[config.mk]
export PLATFORM = sky130hd
export DESIGN_NAME = sid_voice_mix_flat
export DESIGN_NICKNAME = d
export VERILOG_FILES = /design/src/rtl/sid_voice_mix_pkg.sv /design/src/rtl/sid_voice_mix_if.sv /design/src/rtl/sid_voice_mix_mul_serial.sv /design/src/rtl/sid_voice_mix.sv /design/src/flat_wrapper.sv
export SDC_FILE = /design/constraint.sdc
export NUM_CORES = 1
export LEC_CHECK = 0
export BUFFER_PORTS_ARGS = -buffer_cell sky130_fd_sc_hd__buf_4
export CORE_ASPECT_RATIO = 0.5
export CORE_MARGIN = 4
export CORE_UTILIZATION = 62
export DETAILED_ROUTE_END_ITERATION = 10
export PLACE_DENSITY = 0.91
export SETUP_SLACK_MARGIN = 0.3
export SLEW_MARGIN = 30
export SYNTH_ARGS = -nofsm -noshare
export SYNTH_HDL_FRONTEND = slang
export SYNTH_HIERARCHICAL = 1
export SYNTH_SLANG_ARGS = --single-unit
[constraint.sdc]
create_clock -name clk -period 6.8 [get_ports clk]
set_input_delay 1.7 -clock clk [delete_from_list [all_inputs] [get_ports clk]]
set_output_delay 1.7 -clock clk [all_outputs]
set_load 0.005 [all_outputs]
[src/rtl/sid_voice_mix_pkg.sv]
// Shared types and constants for the SID voice mixer.
package sid_pkg;

    typedef enum logic [1:0] {
        IDLE = 2'd0,
        MUL  = 2'd1,
        VOL  = 2'd2,
        OUT  = 2'd3
    } mix_state_t;

    localparam logic [11:0] WAVE_OFFSET = 12'h800;
    localparam int          MIX_SHIFT   = 10;
    localparam int          DIGI_SCALE  = 64;
    localparam int          MUL_STEPS   = 8;
    localparam int          VOL_STEPS   = 4;

    // Re-centre the unsigned oscillator output around zero.
    function automatic logic signed [11:0] wave_operand(input logic [11:0] w);
        return signed'(w - WAVE_OFFSET);
    endfunction

endpackage

[src/rtl/sid_voice_mix_if.sv]
// Mixer data bus: per-voice inputs, tick, master volume and sample output.
interface sid_voice_mix_if #(
    parameter int VOICES = 3
);
    logic                    clk_en;
    logic [12*VOICES-1:0]    wav;
    logic [8*VOICES-1:0]     env;
    logic                    voice3_off;
    logic [3:0]              mvol;
    logic [15:0]             sample;
    logic                    sample_valid;
    logic                    busy;

    modport master (
        output clk_en, wav, env, voice3_off, mvol,
        input  sample, sample_valid, busy
    );

    modport slave (
        input  clk_en, wav, env, voice3_off, mvol,
        output sample, sample_valid, busy
    );
endinterface

[src/rtl/sid_voice_mix_mul_serial.sv]
// Serial signed x unsigned shift-add multiplier, one multiplier bit per step, LSB first.
module sid_mul_serial #(
    parameter int AW = 12,
    parameter int BW = 8,
    parameter int PW = 20
) (
    input  logic                 clk,
    input  logic                 n_reset,
    input  logic                 start,
    input  logic                 step,
    input  logic signed [AW-1:0] a,
    input  logic        [BW-1:0] b,
    output logic                 done,
    output logic signed [PW-1:0] result
);

    localparam int CW = (BW > 1) ? $clog2(BW) : 1;

    logic        [CW-1:0] cnt_r;
    logic signed [PW-1:0] p_r;
    logic signed [PW-1:0] a_ext_s;
    logic signed [PW-1:0] partial_s;

    // Partial product for the current bit; result includes it so the caller can consume it on the last step.
    always_comb begin
        a_ext_s = {{(PW-AW){a[AW-1]}}, a};
        if (b[cnt_r]) begin
            partial_s = a_ext_s <<< cnt_r;
        end else begin
            partial_s = {PW{1'b0}};
        end
        result = p_r + partial_s;
        done   = step && (cnt_r == CW'(BW-1));
    end

    // Partial-sum and bit-index registers; wrap to zero after the last bit so back-to-back products need no start.
    always_ff @(posedge clk) begin
        if (!n_reset) begin
            cnt_r <= {CW{1'b0}};
            p_r   <= {PW{1'b0}};
        end else if (start) begin
            cnt_r <= {CW{1'b0}};
            p_r   <= {PW{1'b0}};
        end else if (step) begin
            if (done) begin
                cnt_r <= {CW{1'b0}};
                p_r   <= {PW{1'b0}};
            end else begin
                cnt_r <= cnt_r + CW'(1);
                p_r   <= result;
            end
        end
    end

endmodule

[src/rtl/sid_voice_mix.sv]
// SID voice mixer: per-voice wave*env products, summed and scaled by master volume, one sample per tick.
// Optional build macro SID_MIX_DIGI_EN adds the master-volume DC step to each sample.
module sid_voice_mix
    import sid_pkg::*;
#(
    parameter int VOICES = 3
) (
    input  logic               clk,
    input  logic               n_reset,
    sid_voice_mix_if.slave     bus
);

    localparam int VW    = (VOICES > 1) ? $clog2(VOICES) : 1;
    localparam int MUL_W = 20;
    localparam int ACC_W = 22;
    localparam int M_W   = 26;

    localparam logic [1:0] S_IDLE = IDLE;
    localparam logic [1:0] S_MUL  = MUL;
    localparam logic [1:0] S_VOL  = VOL;
    localparam logic [1:0] S_OUT  = OUT;

    logic [1:0]              state_r;
    logic [VW-1:0]           voice_r;
    logic [12*VOICES-1:0]    wav_r;
    logic [8*VOICES-1:0]     env_r;
    logic                    v3off_r;
    logic [3:0]              mvol_r;
    logic signed [ACC_W-1:0] acc_r;
    logic signed [M_W-1:0]   m_r;
    logic [15:0]             sample_r;
    logic                    valid_r;
    logic                    busy_r;

    logic                    start_s;
    logic                    mul_step_s;
    logic                    vol_step_s;
    logic signed [11:0]      w_s;
    logic [7:0]              e_s;
    logic                    mul_done_s;
    logic signed [MUL_W-1:0] mul_res_s;
    logic                    vol_done_s;
    logic signed [M_W-1:0]   vol_res_s;
    logic [15:0]             sample_s;
    logic                    unused_m_s;

    // Step enables and the operands of the voice currently being multiplied.
    always_comb begin
        start_s    = (state_r == S_IDLE) && bus.clk_en;
        mul_step_s = (state_r == S_MUL);
        vol_step_s = (state_r == S_VOL);
        w_s        = wave_operand(wav_r[int'(voice_r)*12 +: 12]);
        if ((VOICES == 3) && v3off_r && (int'(voice_r) == 2)) begin
            e_s = 8'h00;
        end else begin
            e_s = env_r[int'(voice_r)*8 +: 8];
        end
    end

    sid_mul_serial #(.AW(12), .BW(MUL_STEPS), .PW(MUL_W)) u_mul (
        .clk     (clk),
        .n_reset (n_reset),
        .start   (start_s),
        .step    (mul_step_s),
        .a       (w_s),
        .b       (e_s),
        .done    (mul_done_s),
        .result  (mul_res_s)
    );

    sid_mul_serial #(.AW(ACC_W), .BW(VOL_STEPS), .PW(M_W)) u_vol (
        .clk     (clk),
        .n_reset (n_reset),
        .start   (start_s),
        .step    (vol_step_s),
        .a       (acc_r),
        .b       (mvol_r),
        .done    (vol_done_s),
        .result  (vol_res_s)
    );

    // Scaled output sample; the slice is an arithmetic shift right truncated to 16 bits.
    always_comb begin
        sample_s = m_r[MIX_SHIFT +: 16];
`ifdef SID_MIX_DIGI_EN
        sample_s = m_r[MIX_SHIFT +: 16] + ({12'h000, mvol_r} * 16'(DIGI_SCALE));
`endif
    end

    assign unused_m_s = ^m_r[MIX_SHIFT-1:0];

    // Mix sequencer: snapshot on tick, accumulate voices, apply volume, publish sample.
    always_ff @(posedge clk) begin
        if (!n_reset) begin
            state_r  <= S_IDLE;
            voice_r  <= {VW{1'b0}};
            wav_r    <= {(12*VOICES){1'b0}};
            env_r    <= {(8*VOICES){1'b0}};
            v3off_r  <= 1'b0;
            mvol_r   <= 4'h0;
            acc_r    <= {ACC_W{1'b0}};
            m_r      <= {M_W{1'b0}};
            sample_r <= 16'h0000;
            valid_r  <= 1'b0;
            busy_r   <= 1'b0;
        end else begin
            valid_r <= 1'b0;
            case (state_r)
                S_IDLE: begin
                    if (bus.clk_en) begin
                        wav_r   <= bus.wav;
                        env_r   <= bus.env;
                        v3off_r <= bus.voice3_off;
                        mvol_r  <= bus.mvol;
                        acc_r   <= {ACC_W{1'b0}};
                        voice_r <= {VW{1'b0}};
                        busy_r  <= 1'b1;
                        state_r <= S_MUL;
                    end
                end
                S_MUL: begin
                    if (mul_done_s) begin
                        acc_r <= acc_r + {{(ACC_W-MUL_W){mul_res_s[MUL_W-1]}}, mul_res_s};
                        if (int'(voice_r) == VOICES-1) begin
                            state_r <= S_VOL;
                        end else begin
                            voice_r <= voice_r + VW'(1);
                        end
                    end
                end
                S_VOL: begin
                    if (vol_done_s) begin
                        m_r     <= vol_res_s;
                        state_r <= S_OUT;
                    end
                end
                S_OUT: begin
                    sample_r <= sample_s;
                    valid_r  <= 1'b1;
                    busy_r   <= 1'b0;
                    state_r  <= S_IDLE;
                end
                default: begin
                    state_r <= S_IDLE;
                    busy_r  <= 1'b0;
                end
            endcase
        end
    end

    assign bus.sample       = sample_r;
    assign bus.sample_valid = valid_r;
    assign bus.busy         = busy_r;

endmodule

[src/flat_wrapper.sv]
// flat-port wrapper written by rule: the top's interface ports become plain ports
module sid_voice_mix_flat import sid_pkg::*;
#(
    parameter int VOICES = 3
)
  (clk, n_reset, bus_clk_en, bus_wav, bus_env, bus_voice3_off, bus_mvol, bus_sample, bus_sample_valid, bus_busy);
  sid_voice_mix_if #(.VOICES(VOICES)) bus_i ();
  input  logic clk;
  input  logic n_reset;
  input wire logic [$bits(bus_i.clk_en)-1:0] bus_clk_en;
  input wire logic [$bits(bus_i.wav)-1:0] bus_wav;
  input wire logic [$bits(bus_i.env)-1:0] bus_env;
  input wire logic [$bits(bus_i.voice3_off)-1:0] bus_voice3_off;
  input wire logic [$bits(bus_i.mvol)-1:0] bus_mvol;
  output wire logic [$bits(bus_i.sample)-1:0] bus_sample;
  output wire logic [$bits(bus_i.sample_valid)-1:0] bus_sample_valid;
  output wire logic [$bits(bus_i.busy)-1:0] bus_busy;
  assign bus_i.clk_en = bus_clk_en;
  assign bus_i.wav = bus_wav;
  assign bus_i.env = bus_env;
  assign bus_i.voice3_off = bus_voice3_off;
  assign bus_i.mvol = bus_mvol;
  assign bus_sample = bus_i.sample;
  assign bus_sample_valid = bus_i.sample_valid;
  assign bus_busy = bus_i.busy;
  sid_voice_mix #(.VOICES(VOICES)) u_core (.clk(clk), .n_reset(n_reset), .bus(bus_i));
endmodule
* Yosys cells after proc, flatten, opt, wreduce, memory -nomap -nowiden
Cells that the tools add are included.
** Cells by class
- Reduce and logical (&&, ||, !) cells :: 14
- Multipliers :: 1
- Eq/ne operators :: 11
- Order comparisons :: 2
- Mux-type cells :: 26
- Bitwise gates (word level) :: 1
- Shift operators :: 4
- Add/subtract/negate cells :: 7
** Operators with widths (number)
- 26-bit 2-to-1 mux :: 2
- 22-bit 2-to-1 mux :: 2
- 22-bit one-hot mux with 2 select lines :: 1
- 20-bit 2-to-1 mux :: 2
- 36-bit by 32-bit indexed part select with 12-bit output :: 1
- 26-bit adder :: 1
- 22-bit by 2-bit <<< shifter with 26-bit output :: 1
- 24-bit by 6-bit indexed part select with 8-bit output :: 1
- 22-bit adder :: 1
- 20-bit adder :: 1
- 12-bit by 3-bit <<< shifter with 20-bit output :: 1
- 2-bit 2-to-1 mux :: 8
- 12-bit subtractor (second input constant) :: 1
- 2-bit == test (second input constant) :: 4
- 8-bit 2-to-1 mux :: 1
- 2-bit one-hot mux with 4 select lines :: 1
- 4-bit AND reduction :: 2
- 2-bit by 1-bit inequality test with 1-bit output (second input constant) :: 3
- 2-bit AND reduction :: 3
- 2-bit by 1-bit adder with 2-bit output (second input constant) :: 2
- 1-bit logical AND :: 4
- 3-bit by 4-bit less-than comparator with 1-bit output (second input constant) :: 1
- 2-bit by 2-bit multiplier with 4-bit output (second input constant) :: 1
- 1-bit 2-to-1 mux :: 4
- other kinds (15) :: 17
** Word-level totals
- Bits of input ports :: 68
- Register bits after elaboration :: 186
- Word-level logic and storage cells :: 81
- Output and inout bits :: 18

* Logic depth before layout (Yosys ltp)
- Depth after elaboration :: 10
- Depth in mapped cells :: 28
- Mapped depth without buffers :: 23

* Modules after synthesis
The synthesis kept the hierarchy.
** By module, submodules not included
- sid_voice_mix :: times used 1, cells each 750, area an instance 6256.0 µm², seq. area each 2502.4 µm²
- sid_mul_serial (u_core.u_vol) :: times used 1, cells each 360, area an instance 3009.1 µm², seq. area each 560.5 µm²
- sid_mul_serial (u_core.u_mul) :: times used 1, cells each 308, area an instance 2352.3 µm², seq. area each 460.4 µm²

* Least setup slack after synthesis
No wires, ideal clock.
- Path kind :: register to register
- Start :: reg u_core.voice_r[0]
- End :: reg u_core.acc_r[21]
- Data arrival time :: 5.692 ns
- Buffers on the path :: 5
- Stages on the path, launching flop included :: 29
- Slack :: 0.978 ns
- Cells stage by stage :: dfxtp_1 > clkbuf_1 > buf_2 > clkbuf_1 > inv_1 > ha_1 > nand2_1 > and2_1 > mux4_2 > nand2_2 > a21boi_4 > clkbuf_1 > nor2_1 > ha_1 > buf_2 > a21o_1 > a21o_1 > a211oi_2 > o21ai_1 > a31oi_1 > xnor2_1 > ha_1 > and2_4 > and3_1 > a31oi_1 > o21ai_2 > a221oi_4 > mux2i_1 > o311ai_1
** On the way
- Cells in the longest elaborated chain, start to end :: 10
- Elaborated cells between the ends (all ways) :: 15
- Those cells by class :: add/sub: 3; mul: 1; eq/ne: 1; shift: 3; mux: 6; reduce/logical: 1
** RTL lines
- from (decl) :: RTL line sid_voice_mix.sv:24 : logic [VW-1:0] voice_r;
- from (signal assigned) :: RTL line sid_voice_mix.sv:96 : voice_r <= {VW{1'b0}};
- from (signal assigned) :: RTL line sid_voice_mix.sv:116 : voice_r <= {VW{1'b0}};
- from (signal assigned) :: RTL line sid_voice_mix.sv:127 : voice_r <= voice_r + VW'(1);
- branches (longest 2 deep; another with 24-bit by 6-bit indexed part select with 8-bit output)
- 8-bit 2-to-1 mux * :: RTL line sid_voice_mix.sv:53 : if ((VOICES == 3) && v3off_r && (int'(voice_r) == 2)) begin
- named net u_core.e_s[3] :: RTL line sid_voice_mix.sv:39 : logic [7:0] e_s;
- 1-bit binary-select mux with 3-bit select * :: RTL line sid_voice_mix_mul_serial.sv:27 : if (b[cnt_r]) begin
- 1-bit 2-to-1 mux (implied by the code) * :: RTL line sid_voice_mix_mul_serial.sv:27
- 20-bit 2-to-1 mux * :: RTL line sid_voice_mix_mul_serial.sv:27
- 20-bit adder * :: RTL line sid_voice_mix_mul_serial.sv:32 : result = p_r + partial_s;
- named net u_core.mul_res_s[12] :: RTL line sid_voice_mix.sv:41 : logic signed [MUL_W-1:0] mul_res_s;
- 22-bit adder * :: RTL line sid_voice_mix.sv:123 : acc_r <= acc_r + {{(ACC_W-MUL_W){mul_res_s[MUL_W-1]}}, mul_res_s};
- 22-bit 2-to-1 mux * :: RTL line sid_voice_mix.sv:122 : if (mul_done_s) begin
- 22-bit one-hot mux with 2 select lines * :: RTL line sid_voice_mix.sv:108 : case (state_r)
- to (signal assigned) :: RTL line sid_voice_mix.sv:101 : acc_r <= {ACC_W{1'b0}};
- to (signal assigned) :: RTL line sid_voice_mix.sv:115 : acc_r <= {ACC_W{1'b0}};
- to (signal assigned) :: RTL line sid_voice_mix.sv:123
- to (decl) :: RTL line sid_voice_mix.sv:29 : logic signed [ACC_W-1:0] acc_r;
Mark *: on every way through the listed nets, which the timed path passes. The select of a mux whose other input is x is not followed.
A chain may end at the register's enable or synchronous reset.

* Worst setup path after layout
Ends and elaborated chain as after synthesis.

==> impl_metrics.yaml <==
yosys:
  synth_nets: 1562
  syn_area_sq_um: 11600
  avgSynthCellArea_sq_um: 8.20
  syn_inst: 1417
  yosysWarnings: 6
setup_path:
  worst-path-buf-inv: 1
  cpPeakStageDelay_ns: 0.50
  cp-start-kind: "flip-flop"
  critPathRequiredTime_ns: 7.12
  slowest_stage: "dfxtp_4"
  ff2ff_path_depth: 22
  crit_family: "compound AO/OA/AOI/OAI gates"
  crit_fanout: 42
  cp.arrival_ns: 6.31
  r2r_end: "u_core/acc_r[21]"
  ff2ff_setup_slack_ns: 0.81
  rr_startpoint: "u_core/voice_r[0]"
  crit_chain: "inv_1 -> ha_1 -> nand2_1 -> and2_1 -> mux4_2 -> nand2_2 -> nor3_1 -> fa_1 -> a211oi_1 -> nor3_1 -> a211oi_2 -> o21ai_1 -> a31oi_1 -> xnor2_1 -> ha_1 -> and2_4 -> and3_1 -> a31oi_1 -> o21ai_2 -> a221oi_4 -> xnor2_1 -> o311ai_1"
  critPathKind: "flip-flop to flip-flop"
  end_kind: "flip-flop"
power_and_ir_drop:
  leakage_uw: 0.00526
  comb_power_share: 0.287
  powerDensity_nw_per_um2: 244
  seq_power_share: 0.375
  p_int_uw: 2050
  power.share.clock: 0.338
  switching_share: 0.352
  switchingPower_uw: 1110
  vdd_drop_max_v: 0.000174
die:
  ioPinCount: 86
  fp-row-count: 35
  coreArea_sq_um: 18400
  die_w_microns: 202
  start_util: 0.631
  die_h_microns: 105
  die_area_sq_um: 21100
clocking:
  cts_buffer_depth: 2
  cts-root-buf: "clkbuf_16"
  clkTransAtPathRegs_ns: 0.07
  cts_hold_buffers: 0
  clock_latency_ns: 0.43
  cts_sinks: 176
  cts_tree: "yes"
  cts_inserted_buffers: 17
  h-tree-depth: 4
timing:
  finClkSkew_ns: 0.0103
  max_freq_mhz: 167
  post-route-period-util: 0.881
  tns_ns: 0
  setup_viol_count_final: 0
  timing_hold_violations_final: 0
  slew_viol_final: 0
  tightest_slew_ns: 0.927
  final.min_clock_period_ns: 5.99
  maxSlewHeadroom: 0.382
  rsz0062_at_grt: "no"
placed_design:
  port_buffers: 85
  placed_area_sq_um: 12300
  gp_congestion: 0.939
  dpl.hpwl_mm: 21.9
route:
  drc_errors: 0
  wl_mm: 30.4
  drt_iter0_drc: 989
  final_antenna_net_count: 0
  drt_pass1_iterations: 6
  routedWlPerCell_microns: 17.9
  via_per_inst: 6.25
  num_vias: 10600
global_routing:
  grt_pass1_wl_mm: 50.3
  grt_antenna_before_repair: 0
  grt_max_degree: 69
  overflow: 0
  grt_usage: 0.284
  grt_pass1_vias: 10400
cells_and_area:
  layout-drive-gt1-share: 0.137
  diodes: 0
  layout.nets: 1590
  stdcell_area_sq_um: 13000
  fillers: 1349
  areaGrowthSynthToFinish_pct: 11.6
hold_path:
  hold_class: "flip-flop to flip-flop"
  whs_endpoint: "u_core/v3off_r"
  holdPathStages: 2
  hold_start: "u_core/v3off_r"
flow_run:
  max-cap-violations: 0
status:
  outcome: "finished, final reports clean"
-- timing repair --
item	4_1_cts	5_1_grt
gates resized for setup	0	2
endpoints found under the setup margin	0	7
buffers inserted	0	2
-- tightest hold or removal path, stage by stage (launching register included) --
cell	delay, ns
dfxtp_1	0.31
nand2_1	0.05
a21boi_0	0.06
-- registers in the layout, indices dropped and copies added (netlist names), 3 cells and up --
name,flops
u_core/acc_r,22
u_core/bus.sample,16
u_core/env_r,24
u_core/m_r,16
u_core/mvol_r,4
u_core/u_mul/cnt_r,3
u_core/u_mul/p_r,20
u_core/u_vol/p_r,26
u_core/wav_r,36
-- cell type report --
cell class | count | area, sq um | area share
timing repair buffer | 98 | 736 | 0.0568
clock buffer | 18 | 439 | 0.0339
multi-input combinational | 1120 | 7630 | 0.589
inverter | 32 | 120 | 0.00927
clock inverter | 13 | 199 | 0.0154
tap | 240 | 300 | 0.0232
sequential | 176 | 3530 | 0.272
-- power by group through the flow --
| stage | Clock [uW] | Combinational, uW | Sequential, uW |
|---|---|---|---|
| finish | 1070 | 909 | 1190 |
| global placement | 0 | 846 | 1200 |
| global route | 1130 | 998 | 1200 |
| floorplan | 0 | 677 | 1180 |
| detailed placement | 0 | 874 | 1210 |
| CTS | 1080 | 884 | 1190 |
-- worst max-delay path by stage --
stage | slack, ns | endpoint | from | depth (start not counted)
floorplan | 0.98 | u_core/acc_r[21] | u_core/voice_r[0] | 28
global placement | 0.84 | u_core/acc_r[21] | u_core/voice_r[0] | 22
detailed placement | 0.56 | u_core/acc_r[21] | u_core/voice_r[0] | 22
CTS | 0.44 | u_core/acc_r[21] | u_core/voice_r[0] | 22
global route | 0.38 | u_core/acc_r[17] | u_core/voice_r[0] | 22
finish | 0.81 | u_core/acc_r[21] | u_core/voice_r[0] | 22
-- routing by layer --
metal | vias up | global-route usage | part of all wire
met4 | 0 | 0.0887 | 0.020
met3 | 61 | 0.0447 | 0.067
met2 | 437 | 0.486 | 0.48
met5 | - | 0 | 0
met1 | 5011 | 0.371 | 0.44
li1 | 5099 | - | -
-- per-stage QoR --
stage	hold WS, ns	utilization	setup slack [ns]	total power, uW	instances
4_1_cts	0.467	0.703	0.438	3150	1695
5_1_grt	0.483	0.704	0.376	3320	1697
2_1_floorplan	0.440	-	0.978	1850	1417
3_3_place_gp	0.452	0.668	0.841	2050	1664
3_5_place_dp	0.457	0.668	0.561	2080	1664
6_report	0.464	0.704	0.809	3170	1697
-- cells in the final DEF (no fill, tap or decap), types with 4 or more instances in the layout --
master     instances
nand2_1          253
dfxtp_1          173
buf_4             98
nor2_1            85
a21boi_0          83
a21oi_1           73
ha_1              73
mux2i_1           60
nor2b_1           53
a22oi_1           37
xnor2_1           34
o21ai_0           33
nand3_1           33
inv_1             29
a21o_1            26
xor2_1            24
o22ai_1           20
mux4_2            18
clkbuf_16         17
and2_1            17
nor3_1            16
and3_1            15
a211oi_1          15
a31oi_1           14
o21a_1            11
a31o_2            11
nand4_1           11
o21ai_1            7
o21bai_1           6
or3_1              6
nand2b_1           5
nor4_1             5
bufinv_16          4
inv_6              4
o31ai_1            4
(Power assumes the default switching activity.)
